### src/rtl/apb_scoreboard.sv
// Captures APB writes to one device into a result table and, on start, compares it entry by entry
// against a loadable expected table. Optional macro APB_SCOREBOARD_MASK_EN adds a per-entry compare mask.
module apb_scoreboard #(
  parameter int DATA_W    = 8,
  parameter int ADDR_W    = 8,
  parameter int DEV_W     = 4,
  parameter int DEVICE_ID = 0,
  parameter int DEPTH     = 8,
  localparam int IDX_W    = $clog2(DEPTH),
  localparam int CNT_W    = $clog2(DEPTH + 1)
) (
  input  logic              clk,
  input  logic              rst,
  input  logic              ready,
  input  logic              apb_write,
  input  logic [ADDR_W-1:0] apb_addr,
  input  logic [DATA_W-1:0] apb_data,
  input  logic [DEV_W-1:0]  apb_device,
  input  logic              exp_load,
  input  logic [IDX_W-1:0]  exp_idx,
  input  logic [DATA_W-1:0] exp_data,
  input  logic              start,
  output logic              busy,
  output logic              done,
  output logic              pass,
  output logic [CNT_W-1:0]  err_count,
  output logic [IDX_W-1:0]  first_err_idx,
  output logic              err_valid
`ifdef APB_SCOREBOARD_MASK_EN
  ,
  input  logic [DATA_W-1:0] exp_mask
`endif
);

  typedef enum logic [1:0] {IDLE, CHECK, DONE} state_t;

  localparam logic [ADDR_W:0]  DEPTH_A = (ADDR_W + 1)'(DEPTH);
  localparam logic [IDX_W:0]   DEPTH_I = (IDX_W + 1)'(DEPTH);
  localparam logic [IDX_W-1:0] LAST    = IDX_W'(DEPTH - 1);

  state_t            state, state_nxt;
  logic [DATA_W-1:0] got     [DEPTH];
  logic [DATA_W-1:0] exp_tab [DEPTH];
  logic [DEPTH-1:0]  wvalid;
  logic [IDX_W-1:0]  idx;
  logic              capture_en, load_en, mismatch;
  logic [IDX_W-1:0]  cap_idx;
  logic [DATA_W-1:0] data_diff;
  logic [CNT_W-1:0]  err_cnt_nxt;

  // Tables only change in IDLE so a pass always sees a frozen snapshot.
  assign capture_en = ready && apb_write && (apb_device == DEV_W'(DEVICE_ID))
                      && ({1'b0, apb_addr} < DEPTH_A) && (state == IDLE);
  assign cap_idx    = apb_addr[IDX_W-1:0];
  assign load_en    = exp_load && ({1'b0, exp_idx} < DEPTH_I) && (state == IDLE);

`ifdef APB_SCOREBOARD_MASK_EN
  logic [DATA_W-1:0] mask_tab [DEPTH];

  always_ff @(posedge clk) begin
    if (load_en) mask_tab[exp_idx] <= exp_mask;
  end

  assign data_diff = (got[idx] ^ exp_tab[idx]) & mask_tab[idx];
`else
  assign data_diff = got[idx] ^ exp_tab[idx];
`endif

  // A never-written entry is a mismatch regardless of data or mask.
  assign mismatch    = !wvalid[idx] || (data_diff != '0);
  assign err_cnt_nxt = err_count + CNT_W'(mismatch);

  always_ff @(posedge clk) begin
    if (capture_en) got[cap_idx] <= apb_data;
    if (load_en)    exp_tab[exp_idx] <= exp_data;
  end

  always_ff @(posedge clk) begin
    if (rst) state <= IDLE;
    else     state <= state_nxt;
  end

  always_comb begin
    state_nxt = state;
    case (state)
      IDLE:    if (start) state_nxt = CHECK;
      CHECK:   if (idx == LAST) state_nxt = DONE;
      DONE:    state_nxt = IDLE;
      default: state_nxt = IDLE;
    endcase
  end

  always_ff @(posedge clk) begin
    if (rst) begin
      wvalid        <= '0;
      idx           <= '0;
      err_count     <= '0;
      first_err_idx <= '0;
      err_valid     <= 1'b0;
      pass          <= 1'b0;
    end else begin
      if (capture_en) wvalid[cap_idx] <= 1'b1;
      case (state)
        IDLE: begin
          if (start) begin
            idx           <= '0;
            err_count     <= '0;
            first_err_idx <= '0;
            err_valid     <= 1'b0;
            pass          <= 1'b0;
          end
        end
        CHECK: begin
          err_count <= err_cnt_nxt;
          if (mismatch && !err_valid) begin
            first_err_idx <= idx;
            err_valid     <= 1'b1;
          end
          // pass is settled on entry to DONE so it is visible alongside done.
          if (idx == LAST) pass <= (err_cnt_nxt == '0);
          else             idx  <= idx + 1'b1;
        end
        default: ;
      endcase
    end
  end

  assign busy = (state != IDLE);
  assign done = (state == DONE);

endmodule

### config.mk
export PLATFORM = sky130hd
export DESIGN_NAME = apb_scoreboard
export DESIGN_NICKNAME = d
export VERILOG_FILES = /design/src/rtl/apb_scoreboard.sv
export SDC_FILE = /design/constraint.sdc
export NUM_CORES = 1
export LEC_CHECK = 0
export BUFFER_PORTS_ARGS = -buffer_cell sky130_fd_sc_hd__buf_2
export CAP_MARGIN = 40
export CORE_ASPECT_RATIO = 1.4
export CORE_UTILIZATION = 35
export CTS_CLUSTER_DIAMETER = 150
export DETAILED_ROUTE_END_ITERATION = 12
export HOLD_SLACK_MARGIN = 0.15
export PLACE_DENSITY = 0.63
export SETUP_SLACK_MARGIN = 0.3
export SYNTH_ARGS = -nofsm -noshare
export SYNTH_HDL_FRONTEND = slang
export SYNTH_SLANG_ARGS = --single-unit
### constraint.sdc
create_clock -name clk -period 4.65 [get_ports clk]
set_clock_uncertainty 0.05 [all_clocks]
set_input_delay 0.2325 -clock clk [delete_from_list [all_inputs] [get_ports clk]]
set_output_delay 0.2325 -clock clk [all_outputs]
set_load 0.005 [all_outputs]
== Word level (Yosys, flattened, before mapping) ==
Memory sizes are Yosys's and may differ from the RTL's. A register that Yosys moved wholly into a read port is not among the register bits.
Index checks and enable logic that the tools add are counted.

* Flip-flop bits (word level): 22
* Bits in writable memories: 128
* Memories: 2
* Logic and storage cells: 72
* Output and inout bits: 11
* Input bits: 37

* Muxes and demuxes: 27
* Equal/unequal tests: 7
* $lt $le $gt $ge: 4
* $add $sub $neg: 2
* Bitwise operators: 2
* Reduce and logical (&&, ||, !) cells: 21

{| class="wikitable"
|+ Memory list
! memory !! depth !! bits a word !! read ports !! clocked after memory_dff !! wr ports !! line !! source
|-
| exp_tab || 8 || 8 || 1 || 1 || 1 || 43 || <nowiki>logic [DATA_W-1:0] exp_tab [DEPTH];</nowiki>
|-
| got || 8 || 8 || 1 || 1 || 1 || 42 || <nowiki>logic [DATA_W-1:0] got [DEPTH];</nowiki>
|}

{| class="wikitable"
|+ Operators with widths
! operator !! count
|-
| $mux 3 || 7
|-
| $pmux 3 s2 || 2
|-
| $mux 1 || 9
|-
| $reduce_and 3->1 || 3
|-
| $logic_not 4->1 || 2
|-
| $lt 3x4->1 const B || 2
|-
| $lt 8x4->1 const B || 1
|-
| $ne 2x2->1 const B || 4
|-
| $or 8x8->8 || 1
|-
| $pmux 4 s2 || 1
|-
| $reduce_bool 8->1 || 1
|-
| $xor 8x8->8 || 1
|-
| $logic_and 1x1->1 || 7
|-
| $add 4x1->4 || 1
|-
| $mux 2 || 2
|-
| $mux 4 || 1
|-
| $pmux 1 s2 || 2
|-
| $pmux 2 s2 || 1
|-
| $reduce_and 2->1 || 2
|-
| $reduce_bool 2->1 || 2
|-
| $add 3x1->3 const B || 1
|-
| $bmux 1 s3 || 1
|-
| $demux 1 s3 || 1
|-
| $eq 3x3->1 const B || 1
|-
| 6 further kinds || 7
|}

== Longest topological paths before layout ==
* Depth after elaboration: 8
* Depth in mapped cells: 14
* Mapped depth without buffers: 12

== Worst setup path after synthesis ==
No wires, ideal clock.

* Path kind: register to register
* Start: reg with a tool-made name
* End: reg pass
* Clock period less this slack: 3.225 ns
* Cell stages (with the launch flop): 13
* Path buffers: 1
* Data required time: 4.535 ns
* Setup time: 0.065 ns
* Arrival: 3.109 ns
* Setup slack: 1.425 ns
* Cells stage by stage: dfxtp_1 -> buf_6 -> mux4_2 -> xor2_1 -> or4_1 -> nand2_1 -> nand3_2 -> ha_1 -> ha_1 -> or4_1 -> a211oi_1 -> a31oi_1 -> nor2_1

{| class="wikitable"
|+ RTL lines
! element !! line !! source
|-
| end signal, assigned || 120 || <nowiki>if (idx == LAST) pass <= (err_cnt_nxt == '0);</nowiki>
|-
| end, declared || 25 || <nowiki>output logic pass,</nowiki>
|}

==> results.md <==
- Post-DP HPWL: 8.55 mm
- Setup_tns: 0 ns
- Final setup viols: 0
- Gate Count Post-Synth: ~340
- Ratio of cells with drive above 1 in the final layout: 26.8%
- Diode count: 0
- Clk Latency, worst-skew pair: 0.41 ns
- Measured slew at the worst slew-check pin: roughly 0.75 ns
- IO Port Bufs: 47
- Synthesis-stage register bit count: 153
- F_max: 270 MHz
- Routability Congestion: 0.746
- Chip Height: approximately 160 um
- Post-synth top cells: 128 x edfxtp_1, 30 x xnor2_1, 29 x nor2_1, 25 x dfxtp_1, 19 x mux4_2
- Critical path arrival: approximately 4 ns
- WS Path Type: flop to flop
- Setup crit end kind: flop
- CTS clock-pin slew for the worst setup and hold paths: 0.06 ns
- Pin count of the biggest net entering global routing: 22
- # IOs: 48
- Area contributors post-synth: edfxtp_1 64%, dfxtp_1 8.4%, mux4_2 7.2%
- Slowest stage delay, CP: 0.57 ns
- Die area: 17600 sq um
- Synth cell types: 36
- Vias in the first global route: 3334
- First-pass GRT wire length: 18.8 mm
- Tightest Hold Check Type: input pin to flop
- CTS Root Cell: clkbuf_16
- Rows: 56
- FFs w/ async S/R, synth: 0%
- Final core utilization: 43.6%
- TritonCTS Buffers: 17
- Total global-route track usage: approximately 15%
- Final hold viol count: 0
- Peak VDD IR: ~0.23 mV
- Die W: 112 um
- Buf+Inv Stages, Crit Path: 1
- Path depth of the worst reg2reg path: 12
- Drt pass-1 iters: 5
- Post-synth EDFFs: 128
- Core area: 16700 sq um
- Drt total wl: 12.1 mm
- Syn Area/Cell: approximately 17 sq um
- Max-Slew Margin vs Limit: 50.0%
- Power Density: 394 nW/um^2
- Delay-heaviest family, CP: simple AND/OR/NAND/NOR gates
- Unrepaired setup endpoints after global routing: false
- CTS tree: yes
- Status: completed
- Cell count along the critical path: 12
- Per-cell routed wire length: 18.5 um
- Sink Count: 153
- Min Hold Slack: about 0.23 ns
- Fin crit period: 3.70 ns
- Post-synth top area cell: edfxtp_1
- Req. time, crit path: 4.95 ns
- Crit start category: flop
- Vias: 3260
- Crit share post-route: about four fifths
- # Max-Cap Violations: 0
- Clk buf depth: 2
- Netlist Area Pre-Place: 5980 sq um
- WHS Path Cells: 3
- Slew Limit Fails: 0
- Total gr overflow: 0
- Initial Utilization: 35.7%
- Antenna Nets Post-Route: 0
- Crit-path slowest cell: mux4_2
- Nets: 479
- Crit path cell chain: buf_4, mux4_2, xor2_1, or4_1, nand2_1, nand3_2, ha_1, ha_1, or4_1, a211oi_1, a31oi_1, nor2_1
- P&R area growth vs syn: 22.1%
- Static Leak: approximately 0.0025 uW
- Initial antenna violation count: 0
- Max H-tree Level: 4
- Synth top area share: around 64%
- Yosys warns: 0
- Crit-path max FO: 19
- Seq/Total Area, Yosys: 72.7%
- DRC errors left: 0
- Top-count cell post-synth: edfxtp_1
- Top FF cell, synth: edfxtp_1
- Initial DRC count: 162
- Syn nets: 383
- Vias per Instance: 4.98
[path summary, 6_finish.rpt]
| path | from | end | slack, ns |
|---|---|---|---|
| hold reg to reg | first_err_idx[0] | first_err_idx[0] | 0.42 |
| setup reg to reg | flop | pass | 0.95 |
| hold / removal | exp_idx[2] | exp_tab[6][3] | 0.23 |
| setup / recovery | flop | pass | 0.95 |
[power by group]
| group | leakage [uW] | internal [uW] | total (uW) | switching, uW |
|---|---|---|---|---|
| Sequential | 0.00136 | 1500 | 1510 | 9.41 |
| Combinational | 0.000856 | 63.3 | 133 | 69.2 |
| Clock | 0.000258 | 729 | 1230 | 504 |
| Total | 0.00247 | 2290 | 2870 | 582 |
[area by class of cell]
type                       instances  area [sq um]
clock buffer                      19           433
clock inverter                    13           106
fill                            1431          9450
inverter                           5          18.8
multi-input combinational        176          1570
sequential                       153          4340
tap                              203           254
timing repair buffer              85           576
[flip-flops by register name (all words and copies together) (netlist names), named ones only]
| signal | count |
|---|---|
| err_valid | 1 |
| state | 2 |
| got | 64 |
| idx | 3 |
| pass | 1 |
| wvalid | 8 |
| exp_tab | 64 |
| first_err_idx | 3 |
| err_count | 4 |
[stage by stage]
step                power, uW  setup WS, ns  std cells  instance area (sq um)
floorplan                1610          1.43        342                   5980
global route             2970         0.744        654                   7300
finish                   2870         0.951        654                   7300
global placement         1650          1.01        595                   6500
detailed placement       1660         0.949        603                   6570
CTS                      2900         0.947        654                   7300
[worst register-to-register path, delay by kind of cell (launching register included)]
family                     cells  cell delay (ns)
xor gates and xnor gates       1             0.17
buffers and inverters          1             0.33
adders and majority gates      2             0.54
muxes                          1             0.58
AOI/OAI and AO/OA              2             0.26
DFF                            1             0.30
and+or+nand+nor                5             1.41
[placed cells by master (no fill, tap or decap), drive strengths merged, types with 2 or more instances in the layout]
master and instances:
mux2i 4, o21ba 4, a21oi 7, or4 2, mux4 23, nor3 7, a211oi 2, edfxtp 128
xor2 12, o31ai 4, dlygate4sd3 19, nand4 2, nand3 11, xnor2 30, nor4b 2, buf 66
dfxtp 25, ha 4, inv 5, or2 2, nor2b 2, o2bb2ai 3, clkinv 9, clkbuf 19
clkinvlp 3, nand2 10, nor2 29, a22oi 2, nand2b 5, and2 3
[metal layers]
metal  wire length (um)  GRT usage [%]  up-vias  part of all wire [%]
met4                102           6.54        0                  0.84
li1                   -              -     1516                     -
met1               4700           17.4     1621                    39
met5                  0              0        -                     0
met2               6470           26.4      117                    54
met3                809           3.29        6                   6.7
[kinds of logic (layout without fill, tap and decap cells)]
kind of cell / after synthesis / after routing / share of synthesized area, %
flops: 153 / 153 / 72.7
simple gates: 78 / 78 / 6.51
xor+xnor: 42 / 42 / 6.16
mux: 27 / 27 / 9.59
compound gates: 25 / 25 / 3.10
buf+inv: 13 / 122 / 1.11
fa+ha+maj: 4 / 4 / 0.838
[timing repair]
action / in CTS / in global routing
hold buffers: 19 / 0
setup buffers: 0 / 0
endpoints found under the hold margin: 132 / 0
gates resized for setup: 0 / 0
Note: power is estimated with default switching activity, not from simulation.
